===== config.mk =====
export PLATFORM = sky130hd
export DESIGN_NAME = sap1_ctrl_seq_flat
export DESIGN_NICKNAME = d
export VERILOG_FILES = /design/src/rtl/sap1_ctrl_seq_if.sv /design/src/rtl/sap1_ctrl_seq.sv /design/src/flat_wrapper.sv
export SDC_FILE = /design/constraint.sdc
export NUM_CORES = 1
export LEC_CHECK = 0
export BUFFER_PORTS_ARGS = -buffer_cell sky130_fd_sc_hd__buf_2
export CORE_AREA = 2 2 39 41
export CTS_BUF_LIST = sky130_fd_sc_hd__clkbuf_4 sky130_fd_sc_hd__clkbuf_8 sky130_fd_sc_hd__clkbuf_16
export DETAILED_ROUTE_END_ITERATION = 6
export DIE_AREA = 0 0 41 43
export PLACE_DENSITY = 0.68
export SLEW_MARGIN = 10
export SYNTH_ARGS = -nofsm -noshare
export SYNTH_HDL_FRONTEND = slang
export SYNTH_SLANG_ARGS = --single-unit
export TNS_END_PERCENT = 100

===== constraint.sdc =====
create_clock -name clk -period 1.1 [get_ports clk]
set_clock_uncertainty 0.05 [all_clocks]
set_input_delay 0.11 -clock clk [delete_from_list [all_inputs] [get_ports clk]]
set_output_delay 0.11 -clock clk [all_outputs]
set_load 0.1 [all_outputs]

===== src/rtl/sap1_ctrl_seq_if.sv =====
// Control bundle between the SAP-1 controller-sequencer and its datapath.
// The master drives every strobe and the ring state; the slave supplies the IR opcode.
interface sap1_ctrl_seq_if;
    logic [3:0] ir_op;
    logic       cp;
    logic       ep;
    logic       lm;
    logic       ce;
    logic       li;
    logic       ei;
    logic       la;
    logic       ea;
    logic       su;
    logic       eu;
    logic       lb;
    logic       lo;
    logic [5:0] tstate;
    logic       halted;

    modport master (
        input  ir_op,
        output cp, ep, lm, ce, li, ei, la, ea, su, eu, lb, lo, tstate, halted
    );

    modport slave (
        output ir_op,
        input  cp, ep, lm, ce, li, ei, la, ea, su, eu, lb, lo, tstate, halted
    );
endinterface


===== src/rtl/sap1_ctrl_seq.sv =====
// SAP-1 controller-sequencer: six-state ring (T1..T6) plus a HALT state, with all
// bus strobes decoded combinationally from the ring state and the IR opcode.
module sap1_ctrl_seq (
    input  logic            clk,
    input  logic            clr,
    sap1_ctrl_seq_if.master ctl
);
    localparam logic [3:0] OP_LDA = 4'b0000;
    localparam logic [3:0] OP_ADD = 4'b0001;
    localparam logic [3:0] OP_SUB = 4'b0010;
    localparam logic [3:0] OP_OUT = 4'b1110;
    localparam logic [3:0] OP_HLT = 4'b1111;

    typedef enum logic [2:0] {StT1, StT2, StT3, StT4, StT5, StT6, StHalt} state_e;

    state_e state_q, state_d;

    always_ff @(posedge clk or posedge clr) begin
        if (clr) begin
            state_q <= StT1;
        end else begin
            state_q <= state_d;
        end
    end

    always_comb begin
        state_d = state_q;
        unique case (state_q)
            StT1:    state_d = StT2;
            StT2:    state_d = StT3;
            StT3:    state_d = StT4;
            StT4:    state_d = (ctl.ir_op == OP_HLT) ? StHalt : StT5;
            StT5:    state_d = StT6;
            StT6:    state_d = StT1;
            StHalt:  state_d = StHalt;
            default: state_d = StT1;
        endcase
    end

    logic cp, ep, lm, ce, li, ei, la, ea, su, eu, lb, lo;
    logic [5:0] tstate;
    logic       halted;

    always_comb begin
        {cp, ep, lm, ce, li, ei, la, ea, su, eu, lb, lo} = '0;
        tstate = 6'b000000;
        halted = 1'b0;
        unique case (state_q)
            StT1:    tstate = 6'b000001;
            StT2:    tstate = 6'b000010;
            StT3:    tstate = 6'b000100;
            StT4:    tstate = 6'b001000;
            StT5:    tstate = 6'b010000;
            StT6:    tstate = 6'b100000;
            StHalt:  halted = 1'b1;
            default: tstate = 6'b000000;
        endcase
        // Strobes are suppressed while clr is held so an abort never leaks T1 strobes.
        if (!clr) begin
            unique case (state_q)
                StT1: begin
                    ep = 1'b1;
                    lm = 1'b1;
                end
                StT2: cp = 1'b1;
                StT3: begin
                    ce = 1'b1;
                    li = 1'b1;
                end
                StT4: begin
                    case (ctl.ir_op)
                        OP_LDA, OP_ADD, OP_SUB: begin
                            ei = 1'b1;
                            lm = 1'b1;
                        end
                        OP_OUT: begin
                            ea = 1'b1;
                            lo = 1'b1;
                        end
                        default: ;
                    endcase
                end
                StT5: begin
                    case (ctl.ir_op)
                        OP_LDA: begin
                            ce = 1'b1;
                            la = 1'b1;
                        end
                        OP_ADD, OP_SUB: begin
                            ce = 1'b1;
                            lb = 1'b1;
                        end
                        default: ;
                    endcase
                end
                StT6: begin
                    if (ctl.ir_op == OP_ADD || ctl.ir_op == OP_SUB) begin
                        su = 1'b1;
                        la = 1'b1;
                        eu = (ctl.ir_op == OP_SUB);
                    end
                end
                default: ;
            endcase
        end
    end

    assign ctl.cp     = cp;
    assign ctl.ep     = ep;
    assign ctl.lm     = lm;
    assign ctl.ce     = ce;
    assign ctl.li     = li;
    assign ctl.ei     = ei;
    assign ctl.la     = la;
    assign ctl.ea     = ea;
    assign ctl.su     = su;
    assign ctl.eu     = eu;
    assign ctl.lb     = lb;
    assign ctl.lo     = lo;
    assign ctl.tstate = tstate;
    assign ctl.halted = halted;
endmodule


===== src/flat_wrapper.sv =====
// flat-port wrapper written by rule: the top's interface ports become plain ports
module sap1_ctrl_seq_flat 
  (clk, clr, ctl_ir_op, ctl_cp, ctl_ep, ctl_lm, ctl_ce, ctl_li, ctl_ei, ctl_la, ctl_ea, ctl_su, ctl_eu, ctl_lb, ctl_lo, ctl_tstate, ctl_halted);
  sap1_ctrl_seq_if ctl_i ();
  input  logic clk;
  input  logic clr;
  input wire logic [$bits(ctl_i.ir_op)-1:0] ctl_ir_op;
  output wire logic [$bits(ctl_i.cp)-1:0] ctl_cp;
  output wire logic [$bits(ctl_i.ep)-1:0] ctl_ep;
  output wire logic [$bits(ctl_i.lm)-1:0] ctl_lm;
  output wire logic [$bits(ctl_i.ce)-1:0] ctl_ce;
  output wire logic [$bits(ctl_i.li)-1:0] ctl_li;
  output wire logic [$bits(ctl_i.ei)-1:0] ctl_ei;
  output wire logic [$bits(ctl_i.la)-1:0] ctl_la;
  output wire logic [$bits(ctl_i.ea)-1:0] ctl_ea;
  output wire logic [$bits(ctl_i.su)-1:0] ctl_su;
  output wire logic [$bits(ctl_i.eu)-1:0] ctl_eu;
  output wire logic [$bits(ctl_i.lb)-1:0] ctl_lb;
  output wire logic [$bits(ctl_i.lo)-1:0] ctl_lo;
  output wire logic [$bits(ctl_i.tstate)-1:0] ctl_tstate;
  output wire logic [$bits(ctl_i.halted)-1:0] ctl_halted;
  assign ctl_i.ir_op = ctl_ir_op;
  assign ctl_cp = ctl_i.cp;
  assign ctl_ep = ctl_i.ep;
  assign ctl_lm = ctl_i.lm;
  assign ctl_ce = ctl_i.ce;
  assign ctl_li = ctl_i.li;
  assign ctl_ei = ctl_i.ei;
  assign ctl_la = ctl_i.la;
  assign ctl_ea = ctl_i.ea;
  assign ctl_su = ctl_i.su;
  assign ctl_eu = ctl_i.eu;
  assign ctl_lb = ctl_i.lb;
  assign ctl_lo = ctl_i.lo;
  assign ctl_tstate = ctl_i.tstate;
  assign ctl_halted = ctl_i.halted;
  sap1_ctrl_seq u_core (.clk(clk), .clr(clr), .ctl(ctl_i));
endmodule

# After elaboration in Yosys (flattened, before gate mapping)

Index checks and enable logic that the tools add are counted.

Bits in registers: 3
Input port bits: 6
Output and inout port bits: 19
Logic and storage cells: 48

Equality and inequality tests: 10
Mux-type cells: 32
Reduce and logical (&&, ||, !) cells: 5

Operators with widths:

| kind                                                             | count |
|---|---|
| 6-bit case mux with 6 select lines                               | 1 |
| 1-bit two-way mux                                                | 26 |
| 3-bit case mux with 6 select lines                               | 1 |
| 3-bit == test (second input constant)                            | 3 |
| 4-bit == test (second input constant)                            | 2 |
| 3-bit by 2-bit == test with 1-bit output (second input constant) | 2 |
| 1-bit case mux with 2 select lines                               | 3 |
| 4-bit by 1-bit == test with 1-bit output (second input constant) | 1 |
| 4-bit by 2-bit == test with 1-bit output (second input constant) | 1 |
| 4-bit logical NOT                                                | 1 |
| 3-bit by 1-bit == test with 1-bit output (second input constant) | 1 |
| 3-bit logical NOT                                                | 1 |
| 3-bit OR reduction                                               | 1 |
| 2-bit two-way mux                                                | 1 |
| 2-bit OR reduction                                               | 1 |
| 1-bit logical OR                                                 | 1 |

# Longest topological paths before layout

Gate-level depths: netlist (run 1).

Word-level depth: 5
Depth in mapped cells: 5
Mapped depth without buffers: 3

# Worst setup path after synthesis (run 1)

Ideal clock, no wire load.

Path kind: register to output
From: register u_core.state_q[1]
To: output ctl_cp
Arrival time: 3.732 ns
Required time: 0.940 ns
Slack: -2.792 ns
Stages on the path, launching flop included: 4
Buffers on the path: 1
Cells stage by stage: dfrtp_1 > buf_2 > nor3b_1 > and2_1

Word-level cells in the longest chain between the ends: 3

RTL lines:

| what                                     | RTL line            | text |
|---|---|---|
| start: declaration                       | sap1_ctrl_seq.sv:16 | `state_e state_q, state_d;` |
| start signal: assignment                 | sap1_ctrl_seq.sv:20 | `state_q <= StT1;` |
| start signal: assignment                 | sap1_ctrl_seq.sv:22 | `state_q <= state_d;` |
| 3-bit by 1-bit == test with 1-bit output | sap1_ctrl_seq.sv:60 | `unique case (state_q)` |
| 1-bit two-way mux                        | sap1_ctrl_seq.sv:60 |  |
| 1-bit two-way mux                        | sap1_ctrl_seq.sv:59 | `if (!clr) begin` |
| end: declaration                         | flat_wrapper.sv:8   | `output wire logic [$bits(ctl_i.cp)-1:0] ctl_cp;` |

Every way passes these cells.

# Worst setup path in the final report (run 1)

From: register u_core.state_q[1]
To: output ctl_eu

Word-level cells in the longest chain between the ends: 3

RTL lines:

| what              | RTL line            | text |
|---|---|---|
| 3-bit == test     | sap1_ctrl_seq.sv:60 |  |
| 1-bit two-way mux | sap1_ctrl_seq.sv:60 |  |
| 1-bit two-way mux | sap1_ctrl_seq.sv:59 |  |
| end: declaration  | flat_wrapper.sv:17  | `output wire logic [$bits(ctl_i.eu)-1:0] ctl_eu;` |

Every way passes these cells.

==> impl_metrics.py, run 1 <==
metrics = {
    "floorplanning": {
        "start_util_pct": 26.7,
        "rows": 14,
        "pin_count": 25,
        "die_height_microns": 43,
        "core-area_sq_um": 1380,
        "die_area_sq_um": 1760,
        "die_w_microns": 41,
    },
    "synthesis": {
        "syn_avg_cell_area_sq_um": 7.53,
        "synth_warnings": 0,
        "netlist-cell-type-count": 27,
        "synth_edf_count": 0,
        "synthTopCellsByArea": "dfrtp_1 (20%), buf_4 (6.1%), nor3_2 (5.4%), nand2_1 (5.1%), nor2_1 (5.1%)",
        "syn_area_sq_um": 369,
        "synth-async-reset-ratio_pct": 100,
        "seq_area_frac_synth_pct": 20.3,
        "ys.flop_type": "dfrtp_1",
        "ys_seq_elements": 3,
        "synth_top_area_cell": "dfrtp_1",
        "syn_inst": 49,
        "synth_top_area_share_pct": 20.3,
        "synth_nets": 55,
        "synthTopCellsByCount": "nand2_1 (5), nor2_1 (5), inv_1 (4)",
    },
    "routing": {
        "routed_via_density": 5.02,
        "antenna_violating_nets_post_route": 0,
        "drt-initial-drc-count": 8,
        "first_pass_iters": 4,
        "via_count": 607,
        "wl_per_cell_microns": 15.5,
        "post-route-drc-count": 0,
        "routed_wirelength_microns": 1880,
    },
    "global_routing": {
        "grt_pass1_wl_microns": 2770,
        "grt.total_usage_pct": 23.8,
        "grt-ovfl-total": 0,
        "grt_max_degree": 8,
        "grt_pass1_vias": 653,
        "antenna_found_initial": 0,
    },
    "critical_path": {
        "critPathLaunchType": "flop",
        "setup.worst_path.end_class": "output port",
        "path_max_fanout": 3,
        "r2r_setup_slack_ns": -0.09,
        "required_ns": 0.94,
        "worstPathArrival_ns": 1.52,
        "rr_endpoint": "u_core.state_q[2]",
        "reg2reg_depth": 6,
        "crit_type": "reg2out",
        "rr_startpoint": "u_core.state_q[2]",
    },
    "sta": {
        "rsz0062_at_grt": "true",
        "tightestPinTransition_ns": 0.311,
        "maxSlewViolCount": 0,
        "fmax_mhz": 594,
        "finalSetupViolCount": 21,
        "timing.final.crit_share_pct": 153,
        "slew_headroom_pct": 79.1,
        "hold_viol": 0,
        "period_needed_ns": 1.68,
        "layout_setup_ws_ns": -0.583,
    },
    "cts": {
        "cts_tree": "done",
        "clock-sinks": 3,
        "numCtsBuffers": 3,
        "root_buffer": "clkbuf_4",
        "worstSkewPairLatency_ns": 0.24,
        "clk_path_buf_depth": 2,
        "path_clk_slew_ns": 0.04,
        "htreeDepth": 1,
    },
    "final_layout": {
        "design_area_sq_um": 1260,
        "nFillCells": 52,
        "fin_nets": 112,
        "insertedDiodeCount": 0,
        "utilization_pct": 90.9,
        "drive_gt1_share_pct": 84.8,
        "largest_reg_flops": 3,
        "reg.largest.list": "u_core.state_q: 3 flops",
        "regMostFlops": "u_core.state_q",
        "area_growth_pct": 241,
    },
    "placement": {
        "gp_congestion": 0.781,
        "dpl.hpwl_microns": 1040,
        "port_buffers": 24,
        "pre_cts_slack_ns": -0.280,
        "placed_cell_area_sq_um": 1060,
    },
    "min_path": {
        "hp-start": "ctl_ir_op[1]",
        "worstHoldEndpoint": "u_core.state_q[1]",
        "min_path_cells": 3,
        "hold_class": "in2reg",
    },
    "pwr": {
        "ir_drop_mv": 2.67,
        "fin_total_pwr_mw": 4.12,
        "p_per_area_nw_per_um2": 3280,
        "p_leak_nw": 0.541,
    },
    "status": {
        "outcome": "finished with violations",
        "violations": "negative setup slack",
    },
    "job": {
        "maxCapViolCount": 0,
    },
}
## cell families after synthesis
kind of cell	synth area share, %
AOI/OAI and AO/OA	11.5
buffers and inverters	14.6
and+or+nand+nor	48.8
DFF	20.3
xor gates and xnor gates	4.75
## worst max path at each step
| stage | endpoint | depth (start not counted) | start | slack (ns) |
|---|---|---|---|---|
| final | ctl_eu | 4 | u_core.state_q[1] | -0.58 |
| after global routing | ctl_eu | 4 | u_core.state_q[1] | -0.67 |
| after CTS | ctl_eu | 4 | u_core.state_q[1] | -0.54 |
| after detailed placement | ctl_eu | 4 | u_core.state_q[1] | -0.28 |
| after global placement | ctl_eu | 4 | u_core.state_q[1] | -0.28 |
| after floorplan | ctl_lm | 3 | u_core.state_q[2] | -1.18 |
## critical path, cell delays in order, from the launching register on
cell	delay, ns
dfrtp_1	0.39
and2b_1	0.25
nand2_2	0.09
nor4bb_4	0.33
buf_12	0.21
## cell type report
type,count,area [sq um],share of cell area [%]
inverters,4,25.0,1.99
clock buffers,4,30.0,2.39
multi-input cells,37,409,32.5
repair buffers,57,697,55.4
well taps,16,20.0,1.59
flip-flops and latches,3,76.3,6.07
## layout by cell type, fill, tap and decap left out, drive strengths merged, types with 2 or more instances in the layout
cell type,count
buf,56
clkbuf,4
clkinvlp,2
dfrtp,3
inv,2
nand2,6
nand2b,2
nor2,5
nor3,5
o21ai,3
xor2,2
## metrics by stage
| step | hold slack, ns | TNS [ns] | cells |
|---|---|---|---|
| 6_report | 0.179 | -9.06 | 121 |
| 5_1_grt | 0.208 | -10.06 | 121 |
| 4_1_cts | 0.184 | -7.84 | 116 |
| 3_5_place_dp | 0.188 | -3.66 | 106 |
| 3_3_place_gp | 0.191 | -3.41 | 106 |
| 2_1_floorplan | -0.181 | -11.39 | 49 |
## layer usage
| metal | GRT usage, % | routed length, microns | part of all wire, % |
|---|---|---|---|
| met4 | 16.7 | 70 | 3.7 |
| met5 | 0 | 0 | 0 |
| met1 | 23.3 | 670 | 36 |
| met3 | 5.76 | 80 | 4.3 |
| met2 | 40.3 | 1060 | 56 |
## where the power goes
| part | internal (mW) | leakage (nW) | switching (mW) | total, mW |
|---|---|---|---|---|
| Clock | 0.161 | 0.0184 | 0.0650 | 0.226 |
| Combinational | 1.55 | 0.488 | 2.12 | 3.67 |
| Sequential | 0.171 | 0.0349 | 0.0611 | 0.232 |
| Total | 1.88 | 0.541 | 2.24 | 4.12 |
## repair_timing
| item | in CTS | in global routing |
|---|---|---|
| endpoints found under the setup margin | 20 | 21 |
| endpoints found under the hold margin | 3 | 0 |
| pin swaps | 10 | 7 |
| setup buffers | 5 | 6 |
| resized for setup | 19 | 6 |
| hold buffers | 1 | 0 |
Note: power is estimated with default switching activity, not from simulation.
==> run 2: changes to the inputs <==
--- a/config.mk
+++ b/config.mk
@@ -10,7 +10,6 @@
 export CTS_BUF_LIST = sky130_fd_sc_hd__clkbuf_4 sky130_fd_sc_hd__clkbuf_8 sky130_fd_sc_hd__clkbuf_16
 export DETAILED_ROUTE_END_ITERATION = 6
 export DIE_AREA = 0 0 41 43
-export PLACE_DENSITY = 0.68
 export SLEW_MARGIN = 10
 export SYNTH_ARGS = -nofsm -noshare
 export SYNTH_HDL_FRONTEND = slang
==> constraint.sdc (replaced) <==
create_clock -name clk -period 1.1 [get_ports clk]
set_clock_uncertainty 0.05 [all_clocks]
set_input_delay 0.11 -clock clk [delete_from_list [all_inputs] [get_ports clk]]
set_output_delay 0.11 -clock clk [all_outputs]
set_load 0.02 [all_outputs]
==> run 2 against run 1 <==
The run still ends with negative setup slack left. Count of clock-buffer cells in the layout did not move. Hold slack improved by 0.0052 ns. Die area did not move. Clock power barely moved. Via count fell by 17%. Combinational power fell by 52%. Core utilization fell by 25 points. Global-route usage fell by 7.1 points. Fmax rose by 8.0%. Final cell count fell by 9.1%. Highest routed layer unchanged. Register-to-register slack improved by 0.02 ns. Sequential power rose by 16%.
==> impl_metrics.py, run 2 (same netlist as run 1, synthesis figures left out) <==
metrics = {
    "status": {
        "outcome": "finished with violations",
        "violations": "negative setup slack",
    },
    "sta": {
        "finalSetupViolCount": 20,
        "rsz0062_at_grt": "true",
        "finalSetupTns_ns": -6.35,
        "timing.final.crit_share_pct": 142,
        "slew_headroom_pct": 84.0,
        "period_needed_ns": 1.56,
        "layout_setup_ws_ns": -0.459,
        "hold_viol": 0,
        "maxSlewViolCount": 0,
        "fmax_mhz": 642,
        "tightestPinTransition_ns": 0.238,
    },
    "routing": {
        "routed_wirelength_microns": 1240,
        "first_pass_iters": 2,
        "drt-initial-drc-count": 6,
        "antenna_violating_nets_post_route": 0,
        "routed_via_density": 4.58,
        "via_count": 504,
        "wl_per_cell_microns": 11.3,
        "post-route-drc-count": 0,
    },
    "global_routing": {
        "grt_max_degree": 10,
        "grt.total_usage_pct": 16.7,
        "grt_pass1_vias": 458,
        "grt-ovfl-total": 0,
        "grt_pass1_wl_microns": 1950,
        "antenna_found_initial": 0,
    },
    "pwr": {
        "power_frac_clock_pct": 10.0,
        "combPwrFrac_pct": 78.1,
        "switchingPower_mw": 0.983,
        "ir_drop_mv": 1.64,
        "swShare_pct": 43.8,
        "sequentialPowerShare_pct": 12.0,
        "p_leak_nw": 0.431,
        "intPower_mw": 1.26,
        "p_per_area_nw_per_um2": 2470,
    },
    "placement": {
        "port_buffers": 24,
        "placed_cell_area_sq_um": 659,
        "dpl.hpwl_microns": 856,
        "gp_congestion": 0.763,
        "dp_cells": 98,
    },
    "floorplanning": {
        "die_area_sq_um": 1760,
        "die_height_microns": 43,
        "rows": 14,
        "die_w_microns": 41,
        "start_util_pct": 26.7,
        "pin_count": 25,
        "core-area_sq_um": 1380,
    },
    "critical_path": {
        "cp-startpoint": "u_core.state_q[1]",
        "required_ns": 0.94,
        "cp_slowest_cell": "dfrtp_1",
        "rr_startpoint": "u_core.state_q[2]",
        "rr_endpoint": "u_core.state_q[1]",
        "path_max_fanout": 3,
        "cp_cell_sequence": "and2b_1 > nand2_2 > nor4bb_4 > buf_4",
        "critPathLaunchType": "flop",
        "r2r_setup_slack_ns": -0.07,
        "slowest_delay_ns": 0.38,
        "setup.worst_path.end_class": "output port",
        "reg2reg_depth": 6,
        "worstPathArrival_ns": 1.40,
        "critPathCapture": "ctl_eu",
        "crit_type": "reg2out",
    },
    "final_layout": {
        "mostFrequentLayoutCells": "buf_4 (19), buf_6 (19), buf_2 (7)",
        "largest_reg_flops": 3,
        "fin_nets": 101,
        "nFillCells": 106,
        "reg.largest.list": "u_core.state_q: 3 flops",
        "design_area_sq_um": 908,
        "ff_latch_area_sq_um": 77.6,
        "drive_gt1_share_pct": 77.7,
        "insertedDiodeCount": 0,
        "instances_no_fill": 110,
        "area_growth_pct": 146,
        "multiInputGateArea_sq_um": 362,
        "regMostFlops": "u_core.state_q",
    },
    "cts": {
        "clk_path_buf_depth": 2,
        "htreeDepth": 1,
        "clock-sinks": 3,
        "root_buffer": "clkbuf_4",
        "cts_tree": "done",
        "worstSkewPairLatency_ns": 0.24,
        "path_clk_slew_ns": 0.04,
        "numCtsBuffers": 3,
    },
    "job": {
        "maxCapViolCount": 0,
    },
    "min_path": {
        "hold_class": "in2reg",
    },
}
run 2: changes by cell type in the layout (fill, tap and decap cells not counted), moves of 2 or more:
cell	before	now
buf_4	21	19
buf_12	19	0
o21ai_2	2	0
clkinvlp_4	2	0
buf_2	5	7
nand2b_4	2	0
buf_6	11	19
nor3_4	4	2
nor3_2	1	3
nor2_4	5	3
run 2: how the worst min path moves through the flow:
stage                       from                end  cells after the start
floorplan                    clr  u_core.state_q[0]                      1
global placement             clr  u_core.state_q[1]                      4
detailed placement           clr  u_core.state_q[1]                      4
CTS                 ctl_ir_op[1]  u_core.state_q[1]                      3
global route        ctl_ir_op[1]  u_core.state_q[1]                      3
finish              ctl_ir_op[1]  u_core.state_q[1]                      3
run 2: layer usage:
metal / GRT usage (%) / share of wire, % / vias up / routed length [microns]
met1: 18.1 / 39 / 229 / 482
met4: 6.00 / 0.64 / 0 / 8
met5: 0 / 0 / - / 0
met2: 27.8 / 56 / 13 / 694
li1: - / - / 259 / -
met3: 6.28 / 4.5 / 3 / 56
run 2: worst max-delay path: cells and delay by family, from the launching register on:
family                 cells  cell delay (ns)
flip-flops                 1             0.38
buffers and inverters      1             0.18
AND/OR/NAND/NOR            3             0.60
run 2: power groups by stage:
stage | combinational [mW] | clock (mW) | sequential, mW
3_5_place_dp | 1.16 | 0 | 0.280
6_report | 1.75 | 0.223 | 0.268
5_1_grt | 1.88 | 0.245 | 0.283
4_1_cts | 1.57 | 0.233 | 0.261
2_1_floorplan | 0.947 | 0 | 0.188
3_3_place_gp | 1.15 | 0 | 0.275
run 2: area by class of cell:
cell class,count,area share (%)
Timing Repair Buffer,46,44.2
Multi-Input combinational cell,37,39.8
Sequential cell,3,8.54
Clock buffer,4,3.31
Tap cell,16,2.20
Inverter,4,1.93
run 2: stage by stage:
step	setup WS, ns	hold WS, ns	utilization, %	power [mW]
final	-0.459	0.184	65.6	2.24
after detailed placement	-0.343	0.220	47.6	1.44
after floorplan	-0.237	-0.178	-	1.14
after global routing	-0.525	0.192	65.6	2.41
after CTS	-0.454	0.179	61.7	2.06
after global placement	-0.295	0.216	47.6	1.43
run 2: repair_timing:
item,CTS,global route
buffers inserted,5,3
hold buffers,1,0
endpoints found under the setup margin,22,20
endpoints found under the hold margin,3,0
gates cloned,0,0
pin swaps,8,3
resized for setup,37,13
==> run 3: changes to the inputs <==
--- a/config.mk
+++ b/config.mk
@@ -5,6 +5,7 @@
 export SDC_FILE = /design/constraint.sdc
 export NUM_CORES = 1
 export LEC_CHECK = 0
+export ABC_AREA = 1
 export BUFFER_PORTS_ARGS = -buffer_cell sky130_fd_sc_hd__buf_2
 export CORE_AREA = 2 2 39 41
 export CTS_BUF_LIST = sky130_fd_sc_hd__clkbuf_4 sky130_fd_sc_hd__clkbuf_8 sky130_fd_sc_hd__clkbuf_16
==> run 3 against run 2 <==
The flow still finishes with violations (negative setup slack). Clock power decreased by 3%. Area after synthesis decreased by 13%. Fmax increased by 8.7%. Routed wire length decreased by 11%. Sequential share of layout area increased by 1.6 points. Power decreased by 18%. Sequential cell count unchanged. Via count increased by 0.79%. Global-route usage decreased by 1.6 points. Sequential power decreased by 3%. Design area decreased by 17%. Count of clock-buffer cells in the layout unchanged.
==> impl_metrics.py, run 3 <==
metrics = {
    "sta": {
        "timing.final.crit_share_pct": 130,
        "layout_setup_ws_ns": -0.334,
        "fmax_mhz": 697,
        "rsz0062_at_grt": "true",
        "finalSetupViolCount": 20,
        "finalSetupTns_ns": -4.76,
        "hold_ws_ns": 0.267,
        "maxSlewViolCount": 0,
        "hold_viol": 0,
        "period_needed_ns": 1.43,
        "slew_headroom_pct": 82.2,
        "tightestPinTransition_ns": 0.266,
    },
    "final_layout": {
        "utilization_pct": 54.2,
        "largest_reg_flops": 3,
        "reg.largest.list": "u_core.state_q: 3 flops",
        "mostFrequentLayoutCells": "buf_4 (17), buf_6 (11), nand2_1 (9)",
        "final_common_cell": "buf_4",
        "design_area_sq_um": 749,
        "drive_gt1_share_pct": 66.0,
        "area_growth_pct": 132,
        "fin_nets": 104,
        "regMostFlops": "u_core.state_q",
        "insertedDiodeCount": 0,
    },
    "routing": {
        "routed_wirelength_microns": 1110,
        "drt-initial-drc-count": 3,
        "first_pass_iters": 4,
        "via_count": 508,
        "antenna_violating_nets_post_route": 0,
        "wl_per_cell_microns": 9.82,
        "routed_via_density": 4.50,
        "post-route-drc-count": 0,
    },
    "global_routing": {
        "grt_pass1_wl_microns": 1720,
        "grt.total_usage_pct": 15.1,
        "grt_pass1_vias": 427,
        "grt-ovfl-total": 0,
        "grt_max_degree": 7,
        "antenna_found_initial": 0,
    },
    "critical_path": {
        "setup.worst_path.end_class": "output port",
        "crit_type": "reg2out",
        "required_ns": 0.94,
        "worstPathArrival_ns": 1.27,
        "cp-startpoint": "u_core.state_q[2]",
        "critPathLaunchType": "flop",
        "rr_startpoint": "u_core.state_q[1]",
        "path_max_fanout": 6,
    },
    "synthesis": {
        "synth_most_common_cell": "nand2_1",
        "synth_top_area_share_pct": 23.3,
        "syn_avg_cell_area_sq_um": 5.66,
        "ys_seq_elements": 3,
        "ys.flop_type": "dfrtp_1",
        "seq_area_frac_synth_pct": 23.3,
        "syn_inst": 57,
        "synthTopCellsByCount": "nand2_1 (14), inv_1 (10), nor2_1 (9), inv_2 (5)",
        "netlist-cell-type-count": 15,
        "synth_top_area_cell": "dfrtp_1",
        "synth_warnings": 0,
        "synth_nets": 63,
        "synth-async-reset-ratio_pct": 100,
        "synth_edf_count": 0,
        "syn_area_sq_um": 323,
        "synthTopCellsByArea": "dfrtp_1 (23%), nand2_1 (16%), inv_1 (12%), nor2_1 (10%), nand3_2 (6.2%)",
    },
    "placement": {
        "pre_cts_slack_ns": -0.123,
        "gp_congestion": 0.750,
        "placed_cell_area_sq_um": 553,
        "port_buffers": 24,
        "dpl.hpwl_microns": 835,
    },
    "floorplanning": {
        "core-area_sq_um": 1380,
        "pin_count": 25,
        "die_height_microns": 43,
        "rows": 14,
        "die_area_sq_um": 1760,
        "die_w_microns": 41,
        "start_util_pct": 23.3,
    },
    "cts": {
        "htreeDepth": 1,
        "root_buffer": "clkbuf_4",
        "clk_path_buf_depth": 2,
        "clock-sinks": 3,
        "numCtsBuffers": 3,
        "cts_tree": "done",
        "path_clk_slew_ns": 0.04,
        "worstSkewPairLatency_ns": 0.23,
    },
    "status": {
        "outcome": "finished with violations",
        "violations": "negative setup slack",
    },
    "pwr": {
        "ir_drop_mv": 1.08,
        "p_leak_nw": 0.454,
        "p_per_area_nw_per_um2": 2440,
    },
    "job": {
        "maxCapViolCount": 0,
    },
    "min_path": {
        "hp-start": "ctl_ir_op[0]",
        "hold_class": "in2reg",
    },
}
run 3: through the flow:
| stage | cells | total power, mW |
|---|---|---|
| after detailed placement | 103 | 1.19 |
| after CTS | 112 | 1.71 |
| after global routing | 113 | 1.98 |
| after global placement | 103 | 1.17 |
| final | 113 | 1.83 |
| after floorplan | 57 | 0.828 |
run 3: kinds of logic after synthesis:
group,synth area share (%)
simple gates,52.3
compound gates,4.65
buf+inv,19.8
flops,23.3
run 3: timing repair:
action,in CTS,in global routing
endpoints found under the hold margin,3,0
endpoints found under the setup margin,19,20
pin swaps,6,3
hold buffers,1,0
resized for setup,29,10
setup buffers,4,1
run 3: per-layer routing:
layer | global-route usage, % | part of all wire, % | vias to the layer above | wire (microns)
met4 | 12.0 | 1.3 | 0 | 14
met5 | 0 | 0 | - | 0
met3 | 3.14 | 3.9 | 2 | 43
met2 | 23.4 | 56 | 16 | 622
li1 | - | - | 255 | -
met1 | 16.5 | 39 | 235 | 429
run 3: layout make-up:
class	count	area (sq um)
multi-input combinational	38	263
clock buffer	4	30.0
sequential	3	76.3
timing repair buffer	37	302
fill	136	634
inverter	15	58.8
tap	16	20.0
run 3: critical path, stage by stage, from the launching register on:
cell and delay, ns:
dfrtp_2 0.48, nor2_4 0.16, nand2_4 0.09, nor3_4 0.16
buf_6 0.15
run 3: power breakdown:
group | total (mW) | switching (mW) | internal, mW
clock network | 0.217 | 0.0565 | 0.160
logic | 1.35 | 0.718 | 0.634
registers | 0.260 | 0.0924 | 0.168
total | 1.83 | 0.867 | 0.962
run 3: path summary, 6_finish.rpt:
kind	cells past startpoint	to	slack (ns)
max	4	ctl_ea	-0.33
min	5	u_core.state_q[1]	0.27
max reg2reg	6	u_core.state_q[2]	-0.01
min reg2reg	1	u_core.state_q[0]	0.47
max in group asynchronous	4	u_core.state_q[2]	0.39
min in group asynchronous	4	u_core.state_q[0]	0.44
